**src/rtl/ad400x_multi_deserializer_if.sv**
```systemverilog
// ad400x_multi_deserializer_if
//   Pin and data bundle of the multi-channel AD400x reader.
//   master: the deserializer (drives converter pins and the published data).
//   slave : board/consumer side (drives adc_sdo, observes everything else).
//   Signals:
//     adc_sdo           [N_CH]         serial data from each converter, MSB first
//     cnvst             1              conversion start to all converters
//     sck               1              shared serial clock
//     sdi               1              held 1 (3-wire CS mode)
//     adc_spi_clk_count [CNT_W]        frame phase counter
//     adc_data          [N_CH*DATA_W]  channel c at [c*DATA_W +: DATA_W]
//     data_valid        1              one-cycle strobe, adc_data updated
//     frame_count       [32]           frames published since reset
interface ad400x_multi_deserializer_if #(
  parameter int unsigned N_CH   = 8,
  parameter int unsigned DATA_W = 18,
  parameter int unsigned CNT_W  = 6
);
  logic [N_CH-1:0]        adc_sdo;
  logic                   cnvst;
  logic                   sck;
  logic                   sdi;
  logic [CNT_W-1:0]       adc_spi_clk_count;
  logic [N_CH*DATA_W-1:0] adc_data;
  logic                   data_valid;
  logic [31:0]            frame_count;

  modport master (
    input  adc_sdo,
    output cnvst, sck, sdi, adc_spi_clk_count, adc_data, data_valid, frame_count
  );

  modport slave (
    output adc_sdo,
    input  cnvst, sck, sdi, adc_spi_clk_count, adc_data, data_valid, frame_count
  );
endinterface

```
**src/rtl/ad400x_multi_deserializer.sv**
```systemverilog
// ad400x_multi_deserializer
//   Drives a shared CNV/SCK pair to N_CH AD400x converters in 3-wire CS mode, runs a
//   fixed PERIOD_CYC frame (conversion, quiet, readout, publish, wait) and deserialises
//   all SDO lines in parallel. Each frame publishes one word per channel with a
//   single-cycle data_valid strobe.
//   Ports:
//     adc_spi_clk  in   sole clock, rising edge
//     rst          in   asynchronous, active-high reset
//     enable       in   run frames while high; a running frame always completes
//     test_mode    in   only with ADC_TEST_PATTERN_EN: publish a channel/frame pattern
//     bus          ad400x_multi_deserializer_if.master (pins and published data)
//   Optional feature macro: ADC_TEST_PATTERN_EN.
module ad400x_multi_deserializer #(
  parameter int unsigned N_CH       = 8,
  parameter int unsigned DATA_W     = 18,
  parameter int unsigned CONV_CYC   = 24,
  parameter int unsigned QUIET_CYC  = 1,
  parameter int unsigned PERIOD_CYC = 64
) (
  input  logic adc_spi_clk,
  input  logic rst,
  input  logic enable,
`ifdef ADC_TEST_PATTERN_EN
  input  logic test_mode,
`endif
  ad400x_multi_deserializer_if.master bus
);

  localparam int unsigned CNT_W = $clog2(PERIOD_CYC);
  localparam int unsigned R0    = CONV_CYC + QUIET_CYC;
  localparam int unsigned PUB   = R0 + 2 * DATA_W;

  localparam logic [CNT_W-1:0] PhQuiet = CNT_W'(CONV_CYC);
  localparam logic [CNT_W-1:0] PhRead  = CNT_W'(R0);
  localparam logic [CNT_W-1:0] PhPub   = CNT_W'(PUB);
  localparam logic [CNT_W-1:0] PhLast  = CNT_W'(PERIOD_CYC - 1);

  if (PERIOD_CYC < PUB + 1 || N_CH < 1 || N_CH > 32 || CONV_CYC < 1 ||
      !(DATA_W == 16 || DATA_W == 18 || DATA_W == 20)) begin : g_param_err
    $fatal(1, "ad400x_multi_deserializer: illegal parameter set");
  end

  typedef enum logic [2:0] {StIdle, StConv, StQuiet, StRead, StPublish, StWait} state_e;

  state_e                 state_q, state_d;
  logic [CNT_W-1:0]       phase_q, phase_d;
  logic                   cnvst_q, sck_q, data_valid_q;
  logic [N_CH*DATA_W-1:0] shift_q, shift_d, pub_word, adc_data_q;
  logic [31:0]            frame_count_q;
  logic                   sck_d, sample, publish;

  // Running states are a pure function of the frame phase.
  function automatic state_e phase_state(input logic [CNT_W-1:0] p);
    if (p < PhQuiet)     return StConv;
    else if (p < PhRead) return StQuiet;
    else if (p < PhPub)  return StRead;
    else if (p == PhPub) return StPublish;
    else                 return StWait;
  endfunction

  always_ff @(posedge adc_spi_clk or posedge rst) begin
    if (rst) begin
      state_q <= StIdle;
      phase_q <= '0;
    end else begin
      state_q <= state_d;
      phase_q <= phase_d;
    end
  end

  always_comb begin
    state_d = state_q;
    phase_d = phase_q;
    if (state_q == StIdle) begin
      if (enable) begin
        state_d = StConv;
        phase_d = '0;
      end
    end else if (phase_q == PhLast) begin
      // enable is only looked at on the frame wrap, so frames never end early.
      phase_d = '0;
      state_d = enable ? StConv : StIdle;
    end else begin
      phase_d = phase_q + 1'b1;
      state_d = phase_state(phase_d);
    end
  end

  // Parity of the read index k = phase - R0 only needs the phase LSBs.
  assign sck_d   = (state_d == StRead) && (phase_d[0] ^ PhRead[0]);
  assign sample  = (state_q == StRead) && (phase_q[0] ^ PhRead[0]);
  assign publish = (state_d == StPublish);

  always_comb begin
    shift_d = shift_q;
    if (sample) begin
      for (int c = 0; c < int'(N_CH); c++) begin
        shift_d[c*DATA_W +: DATA_W] = {shift_q[c*DATA_W +: DATA_W-1], bus.adc_sdo[c]};
      end
    end
  end

  // The last bit lands on the same edge that enters PUBLISH, so publish from shift_d.
  always_comb begin
    pub_word = shift_d;
`ifdef ADC_TEST_PATTERN_EN
    if (test_mode) begin
      for (int c = 0; c < int'(N_CH); c++) begin
        pub_word[c*DATA_W +: DATA_W] = {8'(c), frame_count_q[DATA_W-9:0]};
      end
    end
`endif
  end

  always_ff @(posedge adc_spi_clk or posedge rst) begin
    if (rst) begin
      cnvst_q       <= 1'b0;
      sck_q         <= 1'b0;
      data_valid_q  <= 1'b0;
      shift_q       <= '0;
      adc_data_q    <= '0;
      frame_count_q <= '0;
    end else begin
      cnvst_q      <= (state_d == StConv);
      sck_q        <= sck_d;
      data_valid_q <= publish;
      shift_q      <= shift_d;
      if (publish) begin
        adc_data_q    <= pub_word;
        frame_count_q <= frame_count_q + 32'd1;
      end
    end
  end

  assign bus.cnvst             = cnvst_q;
  assign bus.sck               = sck_q;
  assign bus.sdi               = 1'b1;
  assign bus.adc_spi_clk_count = phase_q;
  assign bus.adc_data          = adc_data_q;
  assign bus.data_valid        = data_valid_q;
  assign bus.frame_count       = frame_count_q;

endmodule

```
**src/flat_wrapper.sv**
```systemverilog
// flat-port wrapper written by rule: the top's interface ports become plain ports
module ad400x_multi_deserializer_flat 
#(
  parameter int unsigned N_CH       = 8,
  parameter int unsigned DATA_W     = 18,
  parameter int unsigned CONV_CYC   = 24,
  parameter int unsigned QUIET_CYC  = 1,
  parameter int unsigned PERIOD_CYC = 64
)
  (adc_spi_clk, rst, enable, bus_adc_sdo, bus_cnvst, bus_sck, bus_sdi, bus_adc_spi_clk_count, bus_adc_data, bus_data_valid, bus_frame_count);
  ad400x_multi_deserializer_if #(.N_CH(N_CH), .DATA_W(DATA_W), .CNT_W(6)) bus_i ();
  input  logic adc_spi_clk;
  input  logic rst;
  input  logic enable;
  input wire logic [$bits(bus_i.adc_sdo)-1:0] bus_adc_sdo;
  output wire logic [$bits(bus_i.cnvst)-1:0] bus_cnvst;
  output wire logic [$bits(bus_i.sck)-1:0] bus_sck;
  output wire logic [$bits(bus_i.sdi)-1:0] bus_sdi;
  output wire logic [$bits(bus_i.adc_spi_clk_count)-1:0] bus_adc_spi_clk_count;
  output wire logic [$bits(bus_i.adc_data)-1:0] bus_adc_data;
  output wire logic [$bits(bus_i.data_valid)-1:0] bus_data_valid;
  output wire logic [$bits(bus_i.frame_count)-1:0] bus_frame_count;
  assign bus_i.adc_sdo = bus_adc_sdo;
  assign bus_cnvst = bus_i.cnvst;
  assign bus_sck = bus_i.sck;
  assign bus_sdi = bus_i.sdi;
  assign bus_adc_spi_clk_count = bus_i.adc_spi_clk_count;
  assign bus_adc_data = bus_i.adc_data;
  assign bus_data_valid = bus_i.data_valid;
  assign bus_frame_count = bus_i.frame_count;
  ad400x_multi_deserializer #(.N_CH(N_CH), .DATA_W(DATA_W), .CONV_CYC(CONV_CYC), .QUIET_CYC(QUIET_CYC), .PERIOD_CYC(PERIOD_CYC)) u_core (.adc_spi_clk(adc_spi_clk), .rst(rst), .enable(enable), .bus(bus_i));
endmodule
```
**config.mk**
```make
export PLATFORM = sky130hd
export DESIGN_NAME = ad400x_multi_deserializer_flat
export DESIGN_NICKNAME = d
export VERILOG_FILES = /design/src/rtl/ad400x_multi_deserializer_if.sv /design/src/rtl/ad400x_multi_deserializer.sv /design/src/flat_wrapper.sv
export SDC_FILE = /design/constraint.sdc
export NUM_CORES = 1
export LEC_CHECK = 0
export ABC_AREA = 1
export CORE_MARGIN = 5
export CORE_UTILIZATION = 45
export CTS_CLUSTER_SIZE = 40
export DETAILED_ROUTE_END_ITERATION = 6
export PLACE_DENSITY = 0.71
export SYNTH_ARGS = -nofsm -noshare
export SYNTH_HDL_FRONTEND = slang
export SYNTH_SLANG_ARGS = --single-unit
```
**constraint.sdc**
```tcl
create_clock -name adc_spi_clk -period 24.2 [get_ports adc_spi_clk]
set_input_delay 6.05 -clock adc_spi_clk [delete_from_list [all_inputs] [get_ports adc_spi_clk]]
set_output_delay 6.05 -clock adc_spi_clk [all_outputs]
set_load 0.02 [all_outputs]
```
; ---- After elaboration in Yosys (flattened, before gate mapping)
; Index checks and enable logic that the tools add are counted.
; Widths: inputs -> output; s select.
[op_classes]
n_addsub = 2
magnitude_cmp = 3
eq_ne = 7
muxes = 12
bitwise = 2
n_reduce_logical = 3
[ops]
columns = cell, n
row1 = $mux 144, 1
row2 = $add 32x1->32 const B, 1
row3 = $mux 3, 6
row4 = $mux 6, 3
row5 = $eq 6x6->1 const B, 2
row6 = $lt 6x5->1 const B, 2
row7 = $add 6x1->6 const B, 1
row8 = $eq 3x2->1 const B, 2
row9 = $lt 6x6->1 const B, 1
row10 = $eq 3x1->1 const B, 1
row11 = $eq 3x3->1 const B, 1
row12 = $logic_not 3->1, 1
row13 = $logic_and 1x1->1, 2
row14 = $mux 1, 2
row15 = $ne 2x2->1 const B, 1
row16 = $not 1->1, 2
[word_totals]
reg_bits = 332
word_cells = 38

; ---- Logic depth before layout (Yosys ltp)
; Gate-level depths: netlist of run 1.
[depth]
ltp_word = 10
mapped_depth = 14
ltp_nobuf = 12

; ---- Worst setup path before layout of run 1
; Ideal clock, no wire load.
[synth_timing]
kind = input-to-reg
startpoint = input enable
endpoint = register u_core.frame_count_q[0], in the netlist u_core.bus.frame_count[0]
setup_ns = 0.118
arrival_time_ns = 6.774
setup_slack_ns = 17.308
stages = 8
path_cell_list = inv_1 -> nand2_2 -> nand3_4 -> nand2_4 -> buf_6 -> buf_2 -> nand2_1 -> nand2_1
[synth_via]
elab_chain_cells = 4
word_cells_on_any_way = 5
[synth_lines]
columns = element, line_no
row1 = "start, declared", flat_wrapper.sv:14  ; input logic enable;
row2 = $mux 1, ad400x_multi_deserializer.sv:82  ; state_d = enable ? StConv : StIdle;
row3 = $mux 3, ad400x_multi_deserializer.sv:79  ; end else if (phase_q == PhLast) begin
row4 = $mux 3 (*), ad400x_multi_deserializer.sv:74  ; if (state_q == StIdle) begin
row5 = $eq 3x3->1 (*), ad400x_multi_deserializer.sv:92  ; assign publish = (state_d == StPublish);
row6 = "end signal, assigned", ad400x_multi_deserializer.sv:130  ; frame_count_q <= frame_count_q + 32'd1;
row7 = "end, declared", ad400x_multi_deserializer.sv:49  ; logic [31:0] frame_count_q;
; Every way passes the cells marked *; elsewhere a longest branch is shown, timed or not.
; A chain may end at the register's enable or synchronous reset.

; ---- Final worst setup path of run 1
[layout_timing]
startpoint = input enable
endpoint = register u_core.adc_data_q[48], in the netlist u_core.bus.adc_data[48]
[layout_via]
elab_chain_cells = 4
word_cells_on_any_way = 5
[layout_lines]
columns = element, line_no
row1 = $mux 1, ad400x_multi_deserializer.sv:82
row2 = $mux 3, ad400x_multi_deserializer.sv:79
row3 = $mux 3 (*), ad400x_multi_deserializer.sv:74
row4 = $eq 3x3->1 (*), ad400x_multi_deserializer.sv:92
row5 = "end signal, assigned", ad400x_multi_deserializer.sv:129  ; adc_data_q <= pub_word;
row6 = "end, declared", ad400x_multi_deserializer.sv:48  ; logic [N_CH*DATA_W-1:0] shift_q, shift_d, pub_word, adc_data_q;
; Marked as above.

==> results of run 1 <==
state kept, by name (all words and copies together), names as in the netlist:
name and flops:
u_core.bus.adc_data 144, u_core.shift_q 144, u_core.bus.frame_count 32, u_core.bus.adc_spi_clk_count 6, u_core.state_q 3, u_core.bus.cnvst 1
u_core.bus.data_valid 1, u_core.bus.sck 1
through the flow:
step | setup slack (ns) | hold slack [ns] | area (um2) | power, mW | instances
4_1_cts | 15.87 | 0.473 | 17100 | 2.11 | 2151
6_report | 15.88 | 0.467 | 17100 | 2.08 | 2151
2_1_floorplan | 8.95 | 0.462 | 13800 | 1.26 | 1579
3_5_place_dp | 15.33 | 0.458 | 15800 | 1.53 | 2088
5_1_grt | 15.62 | 0.492 | 17100 | 2.23 | 2151
3_3_place_gp | 15.42 | 0.456 | 15800 | 1.51 | 2088
synth_stat cells (all sizes together), types with 3 or more instances:
master and n:
nor2 132, dfrtp 332, o21ai 76, clkbuf 11
nand2 554, buf 79, xor2 11, inv 95
ha 3, xnor2 4, nand3 186, a21oi 74
nand3b 15
path summary, 6_finish.rpt:
check                                                start                  endpoint  slack [ns]
max reg2reg                u_core.bus.adc_spi_clk_count[0]   u_core.bus.adc_data[48]       20.53
max in group asynchronous                              rst        u_core.shift_q[88]       16.45
min reg2reg                       u_core.bus.adc_data[130]  u_core.bus.adc_data[130]        0.47
max                                                 enable   u_core.bus.adc_data[48]       15.88
min                               u_core.bus.adc_data[130]  u_core.bus.adc_data[130]        0.47
min in group asynchronous                              rst        u_core.shift_q[91]        6.13
cells in the final DEF, fill, tap and decap left out, types with 3 or more instances in the layout:
master,instances
nand3b_1,15
clkbuf_16,35
nand2_2,3
bufinv_16,6
clkinv_2,5
clkbuf_1,5
xnor2_1,4
dfrtp_1,332
nor2_1,129
nand2_1,550
ha_1,3
inv_6,3
clkdlybuf4s50_1,195
nand3_1,183
buf_4,7
xor2_1,11
a21oi_1,74
clkinvlp_4,4
inv_1,91
clkbuf_8,5
inv_2,3
o21ai_0,76
worst register-to-register path, cell delays in order, from the launching register on:
cell     delay [ns]
dfrtp_1        0.54
ha_1           0.28
nand2_1        0.10
inv_2          0.08
nand2_1        0.07
nor2_1         0.18
nor2_4         0.08
inv_2          0.11
nand2_2        0.07
nand3_4        0.11
buf_4          0.69
buf_4          0.92
nand3_1        0.23
nand2_1        0.14
logic make-up after synthesis:
logic type | Yosys count
DFF | 332
other | 1
xor gates and xnor gates | 15
adders and majority gates | 3
buffers and inverters | 185
AOI/OAI and AO/OA | 153
and+or+nand+nor | 890
metal layers:
layer	up-vias	GRT usage (%)
met5	-	0
met4	0	5.84
met3	56	3.06
met2	244	31.1
met1	5186	26.2
li1	5291	-
final cells by class:
cell class	instances	area [um2]	share of cell area [%]
multi-input cells	1062	4660	27.3
clock inverters	18	262	1.53
well taps	396	495	2.90
inverters	95	364	2.13
flip-flops and latches	332	8310	48.7
clock buffers	45	963	5.64
repair buffers	203	2020	11.9
power by group through the flow:
| stage | Sequential [mW] | Combinational [mW] | Clock (mW) |
|---|---|---|---|
| after global placement | 0.864 | 0.649 | 0 |
| final | 0.859 | 0.658 | 0.568 |
| after detailed placement | 0.868 | 0.663 | 0 |
| after global routing | 0.883 | 0.739 | 0.607 |
| after CTS | 0.861 | 0.668 | 0.584 |
| after floorplan | 0.939 | 0.326 | 0 |
==> impl_metrics.tcl, run 1 <==
set metrics [dict create \
    syn-cell-area_mm2 0.0138 \
    io_pins 197 \
    cts_tree "yes" \
    synth_area_leaders "dfrtp_1 (60%), nand2_1 (15%), nand3_1 (6.7%)" \
    min_period_ns 8.32 \
    p_sw_uw 740 \
    cellPowerDensity_mw_per_mm2 122 \
    max_slew_margin_pct 25.2 \
    worstMarginPinSlew_ns 1.12 \
    finalNetCount 1743 \
    grt_overflow 0 \
    cp_cell_sequence "clkdlybuf4s50_1, inv_1, nand2_2, nand3_4, buf_4, buf_4, nand3_1, nand2_1" \
    yosys.area.top_type "dfrtp_1" \
    seqPwrFrac_pct 41.2 \
    synthAdderAreaFrac_pct 0.271 \
    muxShareOfSynthArea_pct 0 \
    wl_met1_mm 14.5 \
    n_antenna_cell 0 \
    yosys_warnings 0 \
    finalHoldViolCount 0 \
    fillerInstances 2786 \
    fp.dieH_um 185 \
    yosys.area_share.simple_pct 26.7 \
    antenna_found_initial 0 \
    p_int_mw 1.34 \
    fin_skew_ns 0.0136 \
    wl_met2_mm 15.4 \
    clockBufferDepth 3 \
    max_freq_mhz 120 \
    fin_crit_sh_pct 34.4 \
    hold_depth 2 \
    crit_slowest_cell "buf_4" \
    first_iter_violations 891 \
    slew_viol_final 0 \
    totalWireLength_mm 32.4 \
    finalSetupViolCount 0 \
    hold_class "reg2reg" \
    start_kind "input pin" \
    utilization_pct 56.1 \
    hpwl_mm 19.9 \
    worst_ir_drop_vdd_mv 0.0673 \
    dieArea_mm2 0.0343 \
    crit_family "buffers and inverters" \
    drv_cap 0 \
    coreArea_mm2 0.0304 \
    critPathMaxStageDelay_ns 0.91 \
    yosysUniqueCellTypes 28 \
    netSwitchingFraction_pct 35.5 \
    synth_edf_count 0 \
    ys_seq_area_share_pct 60.1 \
    p_clk_share_pct 27.2 \
    synth_compound_area_share_pct 5.57 \
    vias 10777 \
    antenna_left 0 \
    grt_max_degree 190 \
    worstPathMaxFanout 95 \
    top_layer "met4" \
    htreeDepth 2 \
    ff2ff_path_depth 13 \
    syn_nets 1593 \
    hold_buffers 0 \
    synthFlopType "dfrtp_1" \
    synth_top_cell_area_share_pct 60.1 \
    critical_path_class "in2reg" \
    setup_tns_ns 0 \
    area_growth_syn_to_layout_pct 23.5 \
    wl_met3_mm 1.63 \
    synth_top_family_by_area "simple AND/OR/NAND/NOR gates" \
    syn_area_per_cell_um2 8.76 \
    clkTransAtPathRegs_ns 0.06 \
    status "completed" \
    die_w_um 185 \
    cts_setup_buffers 0 \
    grt.total_usage_pct 19.0 \
    rows 64 \
    portBuffers 195 \
    synth-async-reset-ratio_pct 100 \
    clock_latency_ns 0.51 \
    netlist_instances 1579 \
    synthXorXnorAreaFrac_pct 0.950 \
    synth_seq_cells 332 \
    power.share.combinational_pct 31.6 \
    rsz0062_at_grt "no" \
    remaining_drc_errors 0 \
    power_leakage_nw 8.64 \
    avgRoutedWirePerCell_um 15.1 \
    cp-end-kind "flip-flop" \
    crit_cells 8 \
    cts_root_buf "clkbuf_16" \
    start_util_pct 45.4 \
    viasPerCell 5.01 \
    arrival_ns 8.76 \
    first_global_vias 10853 \
    grt_pass1_wl_mm 54.1 \
    cts_buffers 35 \
    globalplace.congestion 0.861 \
    path_common_cell "buf_4" \
    ctsResizeCount 0 \
    worstPathRequired_ns 24.64 \
    drive_gt1_share_pct 4.62 \
    cp_num_buf_inv 4 \
    clock_sinks 332 \
    drtPass1Iterations 5 \
]
Note: power is estimated with default switching activity, not from simulation.
==> run 2: changes to the inputs <==
--- a/config.mk
+++ b/config.mk
@@ -10,7 +10,7 @@
 export CORE_UTILIZATION = 45
 export CTS_CLUSTER_SIZE = 40
 export DETAILED_ROUTE_END_ITERATION = 6
-export PLACE_DENSITY = 0.71
+export PLACE_DENSITY = 0.74
 export SYNTH_ARGS = -nofsm -noshare
 export SYNTH_HDL_FRONTEND = slang
 export SYNTH_SLANG_ARGS = --single-unit
==> constraint.sdc (replaced) <==
create_clock -name adc_spi_clk -period 7.3 [get_ports adc_spi_clk]
set_input_delay 1.825 -clock adc_spi_clk [delete_from_list [all_inputs] [get_ports adc_spi_clk]]
set_output_delay 1.825 -clock adc_spi_clk [all_outputs]
set_load 0.02 [all_outputs]
==> run 2 against run 1 <==
Compared with the run above:
- clock power rose to 3.3 times the previous value
- wire length fell by 1.6%
- via count barely moved
- sequential share of layout area fell by 0.068 points
- critical path depth fell by 1
- power rose to 3.3 times the previous value
- critical path type unchanged
==> impl_metrics.tcl, run 2 (synthesis results as in run 1) <==
set metrics [dict create \
    status "completed" \
    ctsResizeCount 0 \
    portBuffers 195 \
    rsz0062_at_grt "no" \
    max_slew_margin_pct 25.4 \
    antenna_found_initial 0 \
    worstPathRequired_ns 7.72 \
    viasPerCell 5.01 \
    n_antenna_cell 0 \
    setup_tns_ns 0 \
    cp_num_buf_inv 2 \
    clock_sinks 332 \
    cp_cell_sequence "clkdlybuf4s50_1, inv_1, nand2_2, nand3_4, nand2_8, nand2_1, nand2_1" \
    worst_ir_drop_vdd_mv 0.240 \
    max_freq_mhz 254 \
    power_leakage_nw 8.65 \
    htreeDepth 2 \
    hold_end "u_core.bus.adc_data[24]" \
    first_iter_violations 900 \
    hold_buffers 0 \
    dieArea_mm2 0.0343 \
    path_common_cell "nand2_1" \
    drtPass1Iterations 7 \
    grt.total_usage_pct 18.6 \
    rr_startpoint "u_core.bus.adc_spi_clk_count[0]" \
    cp-end-kind "flip-flop" \
    start_util_pct 45.4 \
    finalSetupViolCount 0 \
    worstReg2RegEnd "u_core.bus.adc_data[117]" \
    final_common_cell "nand2_1" \
    vias 10783 \
    hold_class "reg2reg" \
    finalNetCount 1745 \
    hold_depth 2 \
    ff2ff_path_depth 12 \
    rrSetupSlack_ns 3.93 \
    arrival_ns 4.36 \
    total_power_mw 6.89 \
    worstMarginPinSlew_ns 1.12 \
    totalWireLength_mm 31.9 \
    rows 64 \
    first_global_vias 10751 \
    crit_family "simple AND/OR/NAND/NOR gates" \
    fin_skew_ns 0.0131 \
    hpwl_mm 19.9 \
    worstPathMaxFanout 177 \
    layout_common_cells "nand2_1 (550), dfrtp_1 (332), clkdlybuf4s50_1 (195)" \
    min_from "u_core.bus.adc_data[24]" \
    remaining_drc_errors 0 \
    cts_tree "yes" \
    antenna_left 0 \
    clockBufferDepth 3 \
    cts_root_buf "clkbuf_16" \
    cellPowerDensity_mw_per_mm2 403 \
    fp.dieH_um 185 \
    grt_overflow 0 \
    fin_crit_sh_pct 54.0 \
    drive_gt1_share_pct 4.50 \
    clock_latency_ns 0.50 \
    die_w_um 185 \
    area_growth_syn_to_layout_pct 23.6 \
    critical_path_class "in2reg" \
    critPathMaxStageDelay_ns 0.98 \
    finalHoldViolCount 0 \
    cts_setup_buffers 0 \
    start_kind "input pin" \
    grt_pass1_wl_mm 53.7 \
    min_period_ns 3.94 \
    clkTransAtPathRegs_ns 0.06 \
    cts_buffers 36 \
    avgRoutedWirePerCell_um 14.8 \
    grt_max_degree 275 \
    crit_slowest_cell "nand2_8" \
    slew_viol_final 0 \
    io_pins 197 \
    coreArea_mm2 0.0304 \
    drv_cap 0 \
    globalplace.congestion 0.879 \
]
run 2: cell types whose count changed in the layout (fill, tap and decap cells not counted), sizes merged:
| cell | delta |
|---|---|
| bufinv | -2 |
| buf | +1 |
| inv | -4 |
| clkinv | -2 |
| clkbuf | +7 |
run 2: how the worst max path moves through the flow:
stage	slack [ns]	to	from	cells past startpoint
after global placement	2.94	u_core.bus.adc_data[11]	enable	7
after CTS	3.38	u_core.bus.adc_data[117]	enable	7
after global routing	3.18	u_core.bus.adc_data[27]	enable	7
after detailed placement	2.92	u_core.bus.adc_data[80]	enable	7
final	3.36	u_core.bus.adc_data[117]	enable	7
after floorplan	1.04	u_core.bus.adc_data[0]	rst	1
run 2: cell type report:
class	instances	area [um2]
Clock buffer	52	1060
Sequential cell	332	8310
Multi-Input combinational cell	1062	4660
Tap cell	396	495
Timing Repair Buffer	204	2060
Fill cell	2720	13300
Clock inverter	10	158
Inverter	95	360
run 2: worst min-delay path, cell delays in order, from the launching register on:
cell and delay (ns):
dfrtp_1 0.34, nand2_1 0.05, nand2_1 0.04
run 2: metrics by stage:
step	worst slack, ns	instance area (um2)	hold WS (ns)	std cells	utilization (%)
after floorplan	1.04	13800	0.462	1579	-
after global placement	2.94	15900	0.456	2089	52.2
after detailed placement	2.92	15900	0.458	2089	52.2
after CTS	3.38	17100	0.473	2151	56.2
after global routing	3.18	17100	0.493	2151	56.2
final	3.36	17100	0.468	2151	56.2
run 2: where the power goes:
group	switching (mW)	total (mW)	internal [mW]
Sequential	0.350	2.85	2.50
Clock	0.711	1.86	1.15
Combinational	1.37	2.18	0.810
run 2: layer usage:
layer	wire [um]	vias to the layer above	track usage, %
met4	662	0	4.87
li1	-	5309	-
met5	0	-	0
met2	15100	244	30.7
met1	14500	5187	25.9
met3	1570	43	3.14
==> run 3: changes to the inputs <==
==> constraint.sdc (replaced) <==
create_clock -name adc_spi_clk -period 3.55 [get_ports adc_spi_clk]
set_input_delay 0.8875 -clock adc_spi_clk [delete_from_list [all_inputs] [get_ports adc_spi_clk]]
set_output_delay 0.8875 -clock adc_spi_clk [all_outputs]
set_load 0.02 [all_outputs]
==> run 3 against run 2 <==
Compared with the run above:
- final area increased by 0.99%
- first-iteration DRC count is 12% higher
- power rose by 100%
- setup slack got worse by 2.6 ns
- clock-buffer cell count down 1
- global-route usage is 0.20 points higher
- critical path type is now reg2reg
- critical path depth up 5
==> impl_metrics.tcl, run 3 (synthesis results as in run 1) <==
set metrics [dict create \
    area_growth_syn_to_layout_pct 24.9 \
    clockBufferDepth 3 \
    rr_startpoint "u_core.bus.adc_spi_clk_count[0]" \
    slew_viol_final 0 \
    ctsResizeCount 0 \
    cts_buffers 36 \
    worstReg2RegEnd "u_core.bus.adc_data[35]" \
    clock_latency_ns 0.50 \
    drtPass1Iterations 5 \
    hpwl_mm 21.0 \
    htreeDepth 2 \
    power_leakage_nw 8.75 \
    hold_buffers 0 \
    drive_gt1_share_pct 5.42 \
    status "completed" \
    rsz0062_at_grt "no" \
    worstMarginPinSlew_ns 0.770 \
    start_util_pct 45.4 \
    finalSetupViolCount 0 \
    critical_path_class "reg2reg" \
    hold_ws_ns 0.470 \
    hold_end "u_core.bus.adc_data[75]" \
    min_period_ns 2.78 \
    first_global_vias 10778 \
    grt_pass1_wl_mm 53.9 \
    arrival_ns 3.21 \
    grt_max_degree 155 \
    antenna_found_initial 0 \
    worstPathMaxFanout 154 \
    min_from "u_core.bus.adc_data[75]" \
    cts_setup_buffers 0 \
    cts_tree "yes" \
    max_slew_margin_pct 48.7 \
    fin_skew_ns 0.00763 \
    hold_depth 2 \
    grt.total_usage_pct 18.8 \
    clock_sinks 332 \
    cts_root_buf "clkbuf_16" \
    avgRoutedWirePerCell_um 14.8 \
    n_antenna_cell 0 \
    coreArea_mm2 0.0304 \
    ff2ff_path_depth 12 \
    worstPathRequired_ns 3.98 \
    remaining_drc_errors 0 \
    rows 64 \
    antenna_left 0 \
    grt_overflow 0 \
    start_kind "flip-flop" \
    final_common_cell "nand2_1" \
    drv_cap 0 \
    finalNetCount 1762 \
    clkTransAtPathRegs_ns 0.06 \
    totalWireLength_mm 32.1 \
    die_w_um 185 \
    cp-end-kind "flip-flop" \
    hold_class "reg2reg" \
    finalHoldViolCount 0 \
    globalplace.congestion 0.964 \
    first_iter_violations 1006 \
    dpl_cell_area_mm2 0.0161 \
    fin_crit_sh_pct 78.2 \
    fp.dieH_um 185 \
    rrSetupSlack_ns 0.77 \
    portBuffers 195 \
    dieArea_mm2 0.0343 \
    fin_area_mm2 0.0173 \
    cellPowerDensity_mw_per_mm2 813 \
    vias 10897 \
    viasPerCell 5.03 \
    worst_ir_drop_vdd_mv 0.700 \
    layout_common_cells "nand2_1 (550), dfrtp_1 (332), clkdlybuf4s50_1 (195)" \
    max_freq_mhz 360 \
    io_pins 197 \
]
## run 3: cell types whose count changed in the layout (fill, tap and decap cells not counted)
cell        delta
buf_4          +9
clkinvlp_4     -2
clkbuf_1       -1
buf_12         +8
clkinv_2       +4
bufinv_16      -2
## run 3: layout make-up
| type | instances | area [um2] |
|---|---|---|
| Sequential cell | 332 | 8310 |
| Tap cell | 396 | 495 |
| Clock buffer | 51 | 1060 |
| Inverter | 95 | 360 |
| Multi-Input combinational cell | 1062 | 4660 |
| Fill cell | 2701 | 13200 |
| Timing Repair Buffer | 221 | 2280 |
| Clock inverter | 10 | 103 |
## run 3: through the flow
stage / worst slack [ns] / setup TNS, ns / utilization, % / instances / power, mW
finish: 0.774 / 0 / 56.7 / 2167 / 14.0
global route: 0.527 / 0 / 56.7 / 2167 / 15.0
CTS: 0.778 / 0 / 56.7 / 2167 / 14.2
detailed placement: 0.678 / 0 / 52.9 / 2106 / 10.5
global placement: 0.725 / 0 / 52.9 / 2106 / 10.3
floorplan: -1.77 / -588.35 / - / 1579 / 8.62
## run 3: per-layer routing
metal	global-route usage [%]	share of wire, %
met4	5.05	2.5
met3	3.65	5.9
met1	26.0	43
met2	30.9	48
met5	0	0
## run 3: where the power goes
group	internal (mW)	leakage (nW)	total [mW]	switching (mW)
logic	1.70	3.87	4.53	2.83
registers	5.14	4.30	5.86	0.721
clock network	2.21	0.576	3.65	1.44
## run 3: how the worst max path moves through the flow
stage	end	depth (start not counted)	start
after floorplan	u_core.bus.adc_data[0]	1	rst
after global placement	u_core.bus.adc_data[121]	8	enable
after detailed placement	u_core.bus.adc_data[118]	8	enable
after CTS	u_core.bus.adc_data[118]	13	u_core.bus.adc_spi_clk_count[0]
after global routing	u_core.bus.adc_data[47]	12	u_core.bus.adc_spi_clk_count[0]
final	u_core.bus.adc_data[35]	12	u_core.bus.adc_spi_clk_count[0]
## run 3: critical path, stage by stage, from the launching register on
cell,delay (ns)
dfrtp_1,0.52
ha_1,0.27
nand2_1,0.10
inv_2,0.08
nand2_1,0.07
nor2_1,0.18
nor2_4,0.08
inv_2,0.10
nand2_2,0.07
nand3_4,0.28
buf_12,0.53
nand3_1,0.18
nand2_1,0.11
